File: config.mk
export PLATFORM = sky130hd
export DESIGN_NAME = bt_calc_sequencer
export DESIGN_NICKNAME = d
export VERILOG_FILES = /design/src/rtl/bt_calc_sequencer.sv
export SDC_FILE = /design/constraint.sdc
export NUM_CORES = 1
export LEC_CHECK = 0
export ABC_AREA = 0
export CAP_MARGIN = 20
export CORE_MARGIN = 2
export CORE_UTILIZATION = 25
export CTS_CLUSTER_SIZE = 14
export DETAILED_ROUTE_END_ITERATION = 7
export GPL_TIMING_DRIVEN = 0
export PLACE_DENSITY = 0.49
export SYNTH_ARGS = -nofsm -noshare
export SYNTH_HDL_FRONTEND = slang
export SYNTH_SLANG_ARGS = --single-unit
File: constraint.sdc
create_clock -name clk -period 1.72 [get_ports clk]
set_input_delay 0.344 -clock clk [delete_from_list [all_inputs] [get_ports clk]]
set_output_delay 0.344 -clock clk [all_outputs]
set_load 0.005 [all_outputs]
File: src/rtl/bt_calc_sequencer.sv
// rtl/bt_calc_sequencer.sv - command sequencer for the balanced-ternary calculator ALU
// Optional illegal-trit rejection with sticky err: define BTCALC_TRITCHK_EN.
module bt_calc_sequencer #(
  parameter int ALU_WAIT = 1,
  parameter int CNT_W    = 8
) (
  input  logic             clk,
  input  logic             rst,
  input  logic             cmd_valid,
  output logic             cmd_ready,
  input  logic [1:0]       cmd_op,
  input  logic [3:0]       cmd_data,
  output logic [3:0]       alu_a,
  output logic [3:0]       alu_b,
  output logic             alu_sel,
  input  logic [7:0]       alu_result,
  output logic             res_valid,
  input  logic             res_ready,
  output logic [7:0]       res_data,
  output logic [CNT_W-1:0] op_count,
  output logic             err
);

  typedef enum logic [1:0] {IDLE, EXEC, RESP} state_t;

  localparam logic [1:0] OP_LOAD_A = 2'b00;
  localparam logic [1:0] OP_LOAD_B = 2'b01;
  localparam logic [1:0] OP_ADD    = 2'b10;
  localparam logic [3:0] WAIT_INIT = 4'(ALU_WAIT - 1);

  state_t     state;
  logic [3:0] wait_cnt;
  logic [3:0] a_reg;
  logic [3:0] b_reg;
  logic       cmd_fire;
  logic       load_ok;
  logic [3:0] load_val;

  function automatic logic has_illegal(input logic [3:0] d);
    return (d[3:2] == 2'b00) || (d[1:0] == 2'b00);
  endfunction

  function automatic logic [3:0] norm_trits(input logic [3:0] d);
    logic [3:0] n;
    n[3:2] = (d[3:2] == 2'b00) ? 2'b11 : d[3:2];
    n[1:0] = (d[1:0] == 2'b00) ? 2'b11 : d[1:0];
    return n;
  endfunction

  assign cmd_ready = (state == IDLE);
  assign cmd_fire  = cmd_valid & cmd_ready;
  assign alu_a     = a_reg;
  assign alu_b     = b_reg;

`ifdef BTCALC_TRITCHK_EN
  logic err_q;

  assign load_ok  = !has_illegal(cmd_data);
  assign load_val = cmd_data;
  assign err      = err_q;

  always_ff @(posedge clk or posedge rst) begin
    if (rst)
      err_q <= 1'b0;
    else if (cmd_fire && !cmd_op[1] && !load_ok)
      err_q <= 1'b1;
  end
`else
  assign load_ok  = 1'b1;
  assign load_val = norm_trits(cmd_data);
  assign err      = 1'b0;
`endif

  always_ff @(posedge clk or posedge rst) begin
    if (rst) begin
      state     <= IDLE;
      wait_cnt  <= '0;
      a_reg     <= 4'hF;
      b_reg     <= 4'hF;
      alu_sel   <= 1'b0;
      res_valid <= 1'b0;
      res_data  <= 8'hFF;
      op_count  <= '0;
    end else begin
      case (state)
        IDLE: begin
          if (cmd_fire) begin
            case (cmd_op)
              OP_LOAD_A: if (load_ok) a_reg <= load_val;
              OP_LOAD_B: if (load_ok) b_reg <= load_val;
              default: begin
                alu_sel  <= (cmd_op == OP_ADD);
                wait_cnt <= WAIT_INIT;
                state    <= EXEC;
              end
            endcase
          end
        end
        // Operands are frozen here, so the ALU sees stable inputs until capture.
        EXEC: begin
          if (wait_cnt == 4'd0) begin
            res_data  <= alu_result;
            res_valid <= 1'b1;
            state     <= RESP;
          end else begin
            wait_cnt <= wait_cnt - 4'd1;
          end
        end
        RESP: begin
          if (res_ready) begin
            res_valid <= 1'b0;
            op_count  <= op_count + 1'b1;
            state     <= IDLE;
          end
        end
        default: state <= IDLE;
      endcase
    end
  end

endmodule

==> flow_summary.json <==
{
  "status": "finished, final reports clean",
  "power_leakage_nw": 0.852,
  "cp-end-kind": "output pin",
  "cts_buffers": 5,
  "cts.sinks": 32,
  "area_delta_synth_final_pct": 47.7,
  "portBuffers": 44,
  "ir_drop_mv": 0.641,
  "ys_warn_count": 0,
  "dp_hpwl_mm": 2.09,
  "final_core_util": 0.379,
  "synth-seq-area-share": 0.588,
  "place.gp.congestion": 0.690,
  "max_cap_violations": 0,
  "grt_util_met3": 0.0295,
  "fin_setup_tns_ns": 0,
  "async_flop_share": 1.00,
  "clk_pin_slew_ns": 0.07,
  "crit_slowest_cell": "dfstp_2",
  "max_freq_ghz": 0.601,
  "coreArea_sq_mm": 0.00544,
  "worst_ep_arrival_time_ns": 1.32,
  "cts_root_buf": "clkbuf_8",
  "powerDensity_mw_per_mm2": 1600,
  "synth_edf_count": 0,
  "setup-violations-final": 0,
  "die_y_um": 78.7,
  "synthesis.nets": 127,
  "hold_viol_final": 0,
  "cts_tree": "yes",
  "worstPathCellList": "clkdlybuf4s50_1",
  "clockBufferDepth": 2,
  "drtIter0Drc": 12,
  "crit_family": "flip-flops",
  "diodes": 0,
  "critPathRequiredTime_ns": 1.38,
  "yosysUniqueCellTypes": 30,
  "slew_headroom": 0.593,
  "synthMuxAreaShare": 0.137,
  "period_share": 0.968,
  "grt_max_degree": 20,
  "yosys.area_share.simple": 0.163,
  "num_vias": 997,
  "grt.busiest_layer": "met2",
  "drc_errors": 0,
  "rsz0062_at_grt": "no",
  "met2_usage": 0.169,
  "first_global_vias": 1106,
  "synth_compound_area_frac": 0.0278,
  "wl_per_cell_um": 12.5,
  "gr-total-overflow": 0,
  "critPathBufInv": 1,
  "final_layout_size_suffix_gt1_frac": 0.321,
  "rows": 27,
  "synth_area_sq_mm": 0.00140,
  "path_max_fanout": 2,
  "die_x_um": 78.7,
  "clk_latency_ns": 0.28,
  "synthXorXnorAreaFrac": 0.0502,
  "design.final.nets": 181,
  "grt_antenna_before_repair": 0,
  "start_util": 0.257,
  "finClkSkew_ns": 0.00675,
  "avgSynthCellArea_sq_um": 13.0,
  "synthCells": 107,
  "slowest_delay_ns": 0.53,
  "place_inst": 224,
  "drv_slew": 0,
  "critPathLaunchType": "register",
  "use_met1": 0.128,
  "io_pins": 46,
  "worstMarginPinSlew_ns": 0.610,
  "grt_usage": 0.103,
  "synthAdderAreaFrac": 0.0179,
  "firstDrtPassIters": 3,
  "power_mw": 3.31,
  "ys.flop_type": "dfstp_2",
  "ant_nets": 0,
  "synth_seq_cells": 32,
  "drt-total-wl_mm": 2.92,
  "synth_top_family_by_area": "simple AND/OR/NAND/NOR gates",
  "vias_per_cell": 4.26,
  "fill_cells": 529,
  "instances_no_fill": 234,
  "path_class": "reg -> out",
  "grt_pass1_wl_mm": 5.04,
  "hp-class": "in -> async",
  "die-area_sq_mm": 0.00620,
  "ctsHtreeMaxLevel": 2,
  "fin_crit_ns": 1.66
}
[area by class of cell]
type                            count  area, sq um  share of cell area
Clock inverter                      3         18.8             0.00910
Inverter                            3         11.3             0.00546
Sequential cell                    32          823               0.399
Multi-Input combinational cell     71          557               0.270
Clock buffer                        5         68.8              0.0334
Buffer                              1         7.51             0.00364
Tap cell                           72         90.1              0.0437
Timing Repair Buffer               47          485               0.235
[sequential cells by signal (all words and copies together) (netlist names)]
signal,cells
wait_cnt,4
alu_a,4
alu_sel,1
alu_b,4
op_count,8
res_valid,1
res_data,8
state,2
[power by group]
group / leakage, nW / switching [mW] / total (mW) / internal (mW)
registers: 0.374 / 0.211 / 1.40 / 1.19
logic: 0.430 / 0.463 / 1.33 / 0.865
clock network: 0.0479 / 0.293 / 0.574 / 0.282
total: 0.852 / 0.967 / 3.31 / 2.34
[cells in the mapped netlist (all sizes together), types with 2 or more instances]
cell type  instances  share of area
mux2              17           0.14
dfrtp             16           0.29
dfstp             16           0.30
nand2              7          0.021
nand2b             7          0.031
nand3              6          0.022
o21ai              5          0.018
xnor2              4          0.025
xor2               4          0.025
inv                3         0.0081
nor3               3          0.011
and2b              2          0.012
ha                 2          0.018
nor2               2         0.0054
[metal layers]
layer  up-vias  part of all wire
met1       482              0.44
met2        32              0.49
met5         -                 0
met4         0             0.014
li1        478                 -
met3         5             0.053
[logic make-up (layout without fill, tap and decap cells)]
group / after synthesis / after routing
simple gates: 36 / 36
flops: 32 / 32
mux: 17 / 17
xor+xnor: 8 / 8
compound gates: 7 / 7
buf+inv: 4 / 59
fa+ha+maj: 2 / 2
other cells: 1 / 1
[final timing paths]
| path | startpoint | endpoint | slack, ns | cells after the start |
|---|---|---|---|---|
| max in group asynchronous | rst | res_data[6] | 0.71 | 3 |
| setup reg to reg | state[1] | alu_a[3] | 0.17 | 4 |
| min in group clk | op_count[7] | op_count[7] | 0.49 | 1 |
| setup / recovery | res_data[3] | res_data[3] | 0.06 | 1 |
| hold reg to reg | op_count[7] | op_count[7] | 0.49 | 1 |
| hold / removal | rst | alu_sel | 0.43 | 2 |
[per-stage QoR]
step	hold slack (ns)	cell area (sq um)	setup WS, ns
2_1_floorplan	0.448	1400	0.385
3_3_place_gp	0.467	1930	-0.0723
3_5_place_dp	0.468	1950	-0.0287
4_1_cts	0.439	2050	0.00134
5_1_grt	0.501	2060	0.00838
6_report	0.428	2060	0.0554
[cells in the final DEF, fill, tap and decap left out, drive strengths merged, types with 5 or more instances in the layout]
cell,instances
dfrtp,16
nand3,6
nand2,7
clkdlybuf4s50,43
mux2,17
o21ai,5
nand2b,7
clkbuf,5
dfstp,16
[repair_timing]
action	CTS	global route
setup buffers	1	1
resized for setup	2	1
hold buffers	0	0
endpoints found under the setup margin	1	1
gates cloned	0	0
(Power assumes the default switching activity.)
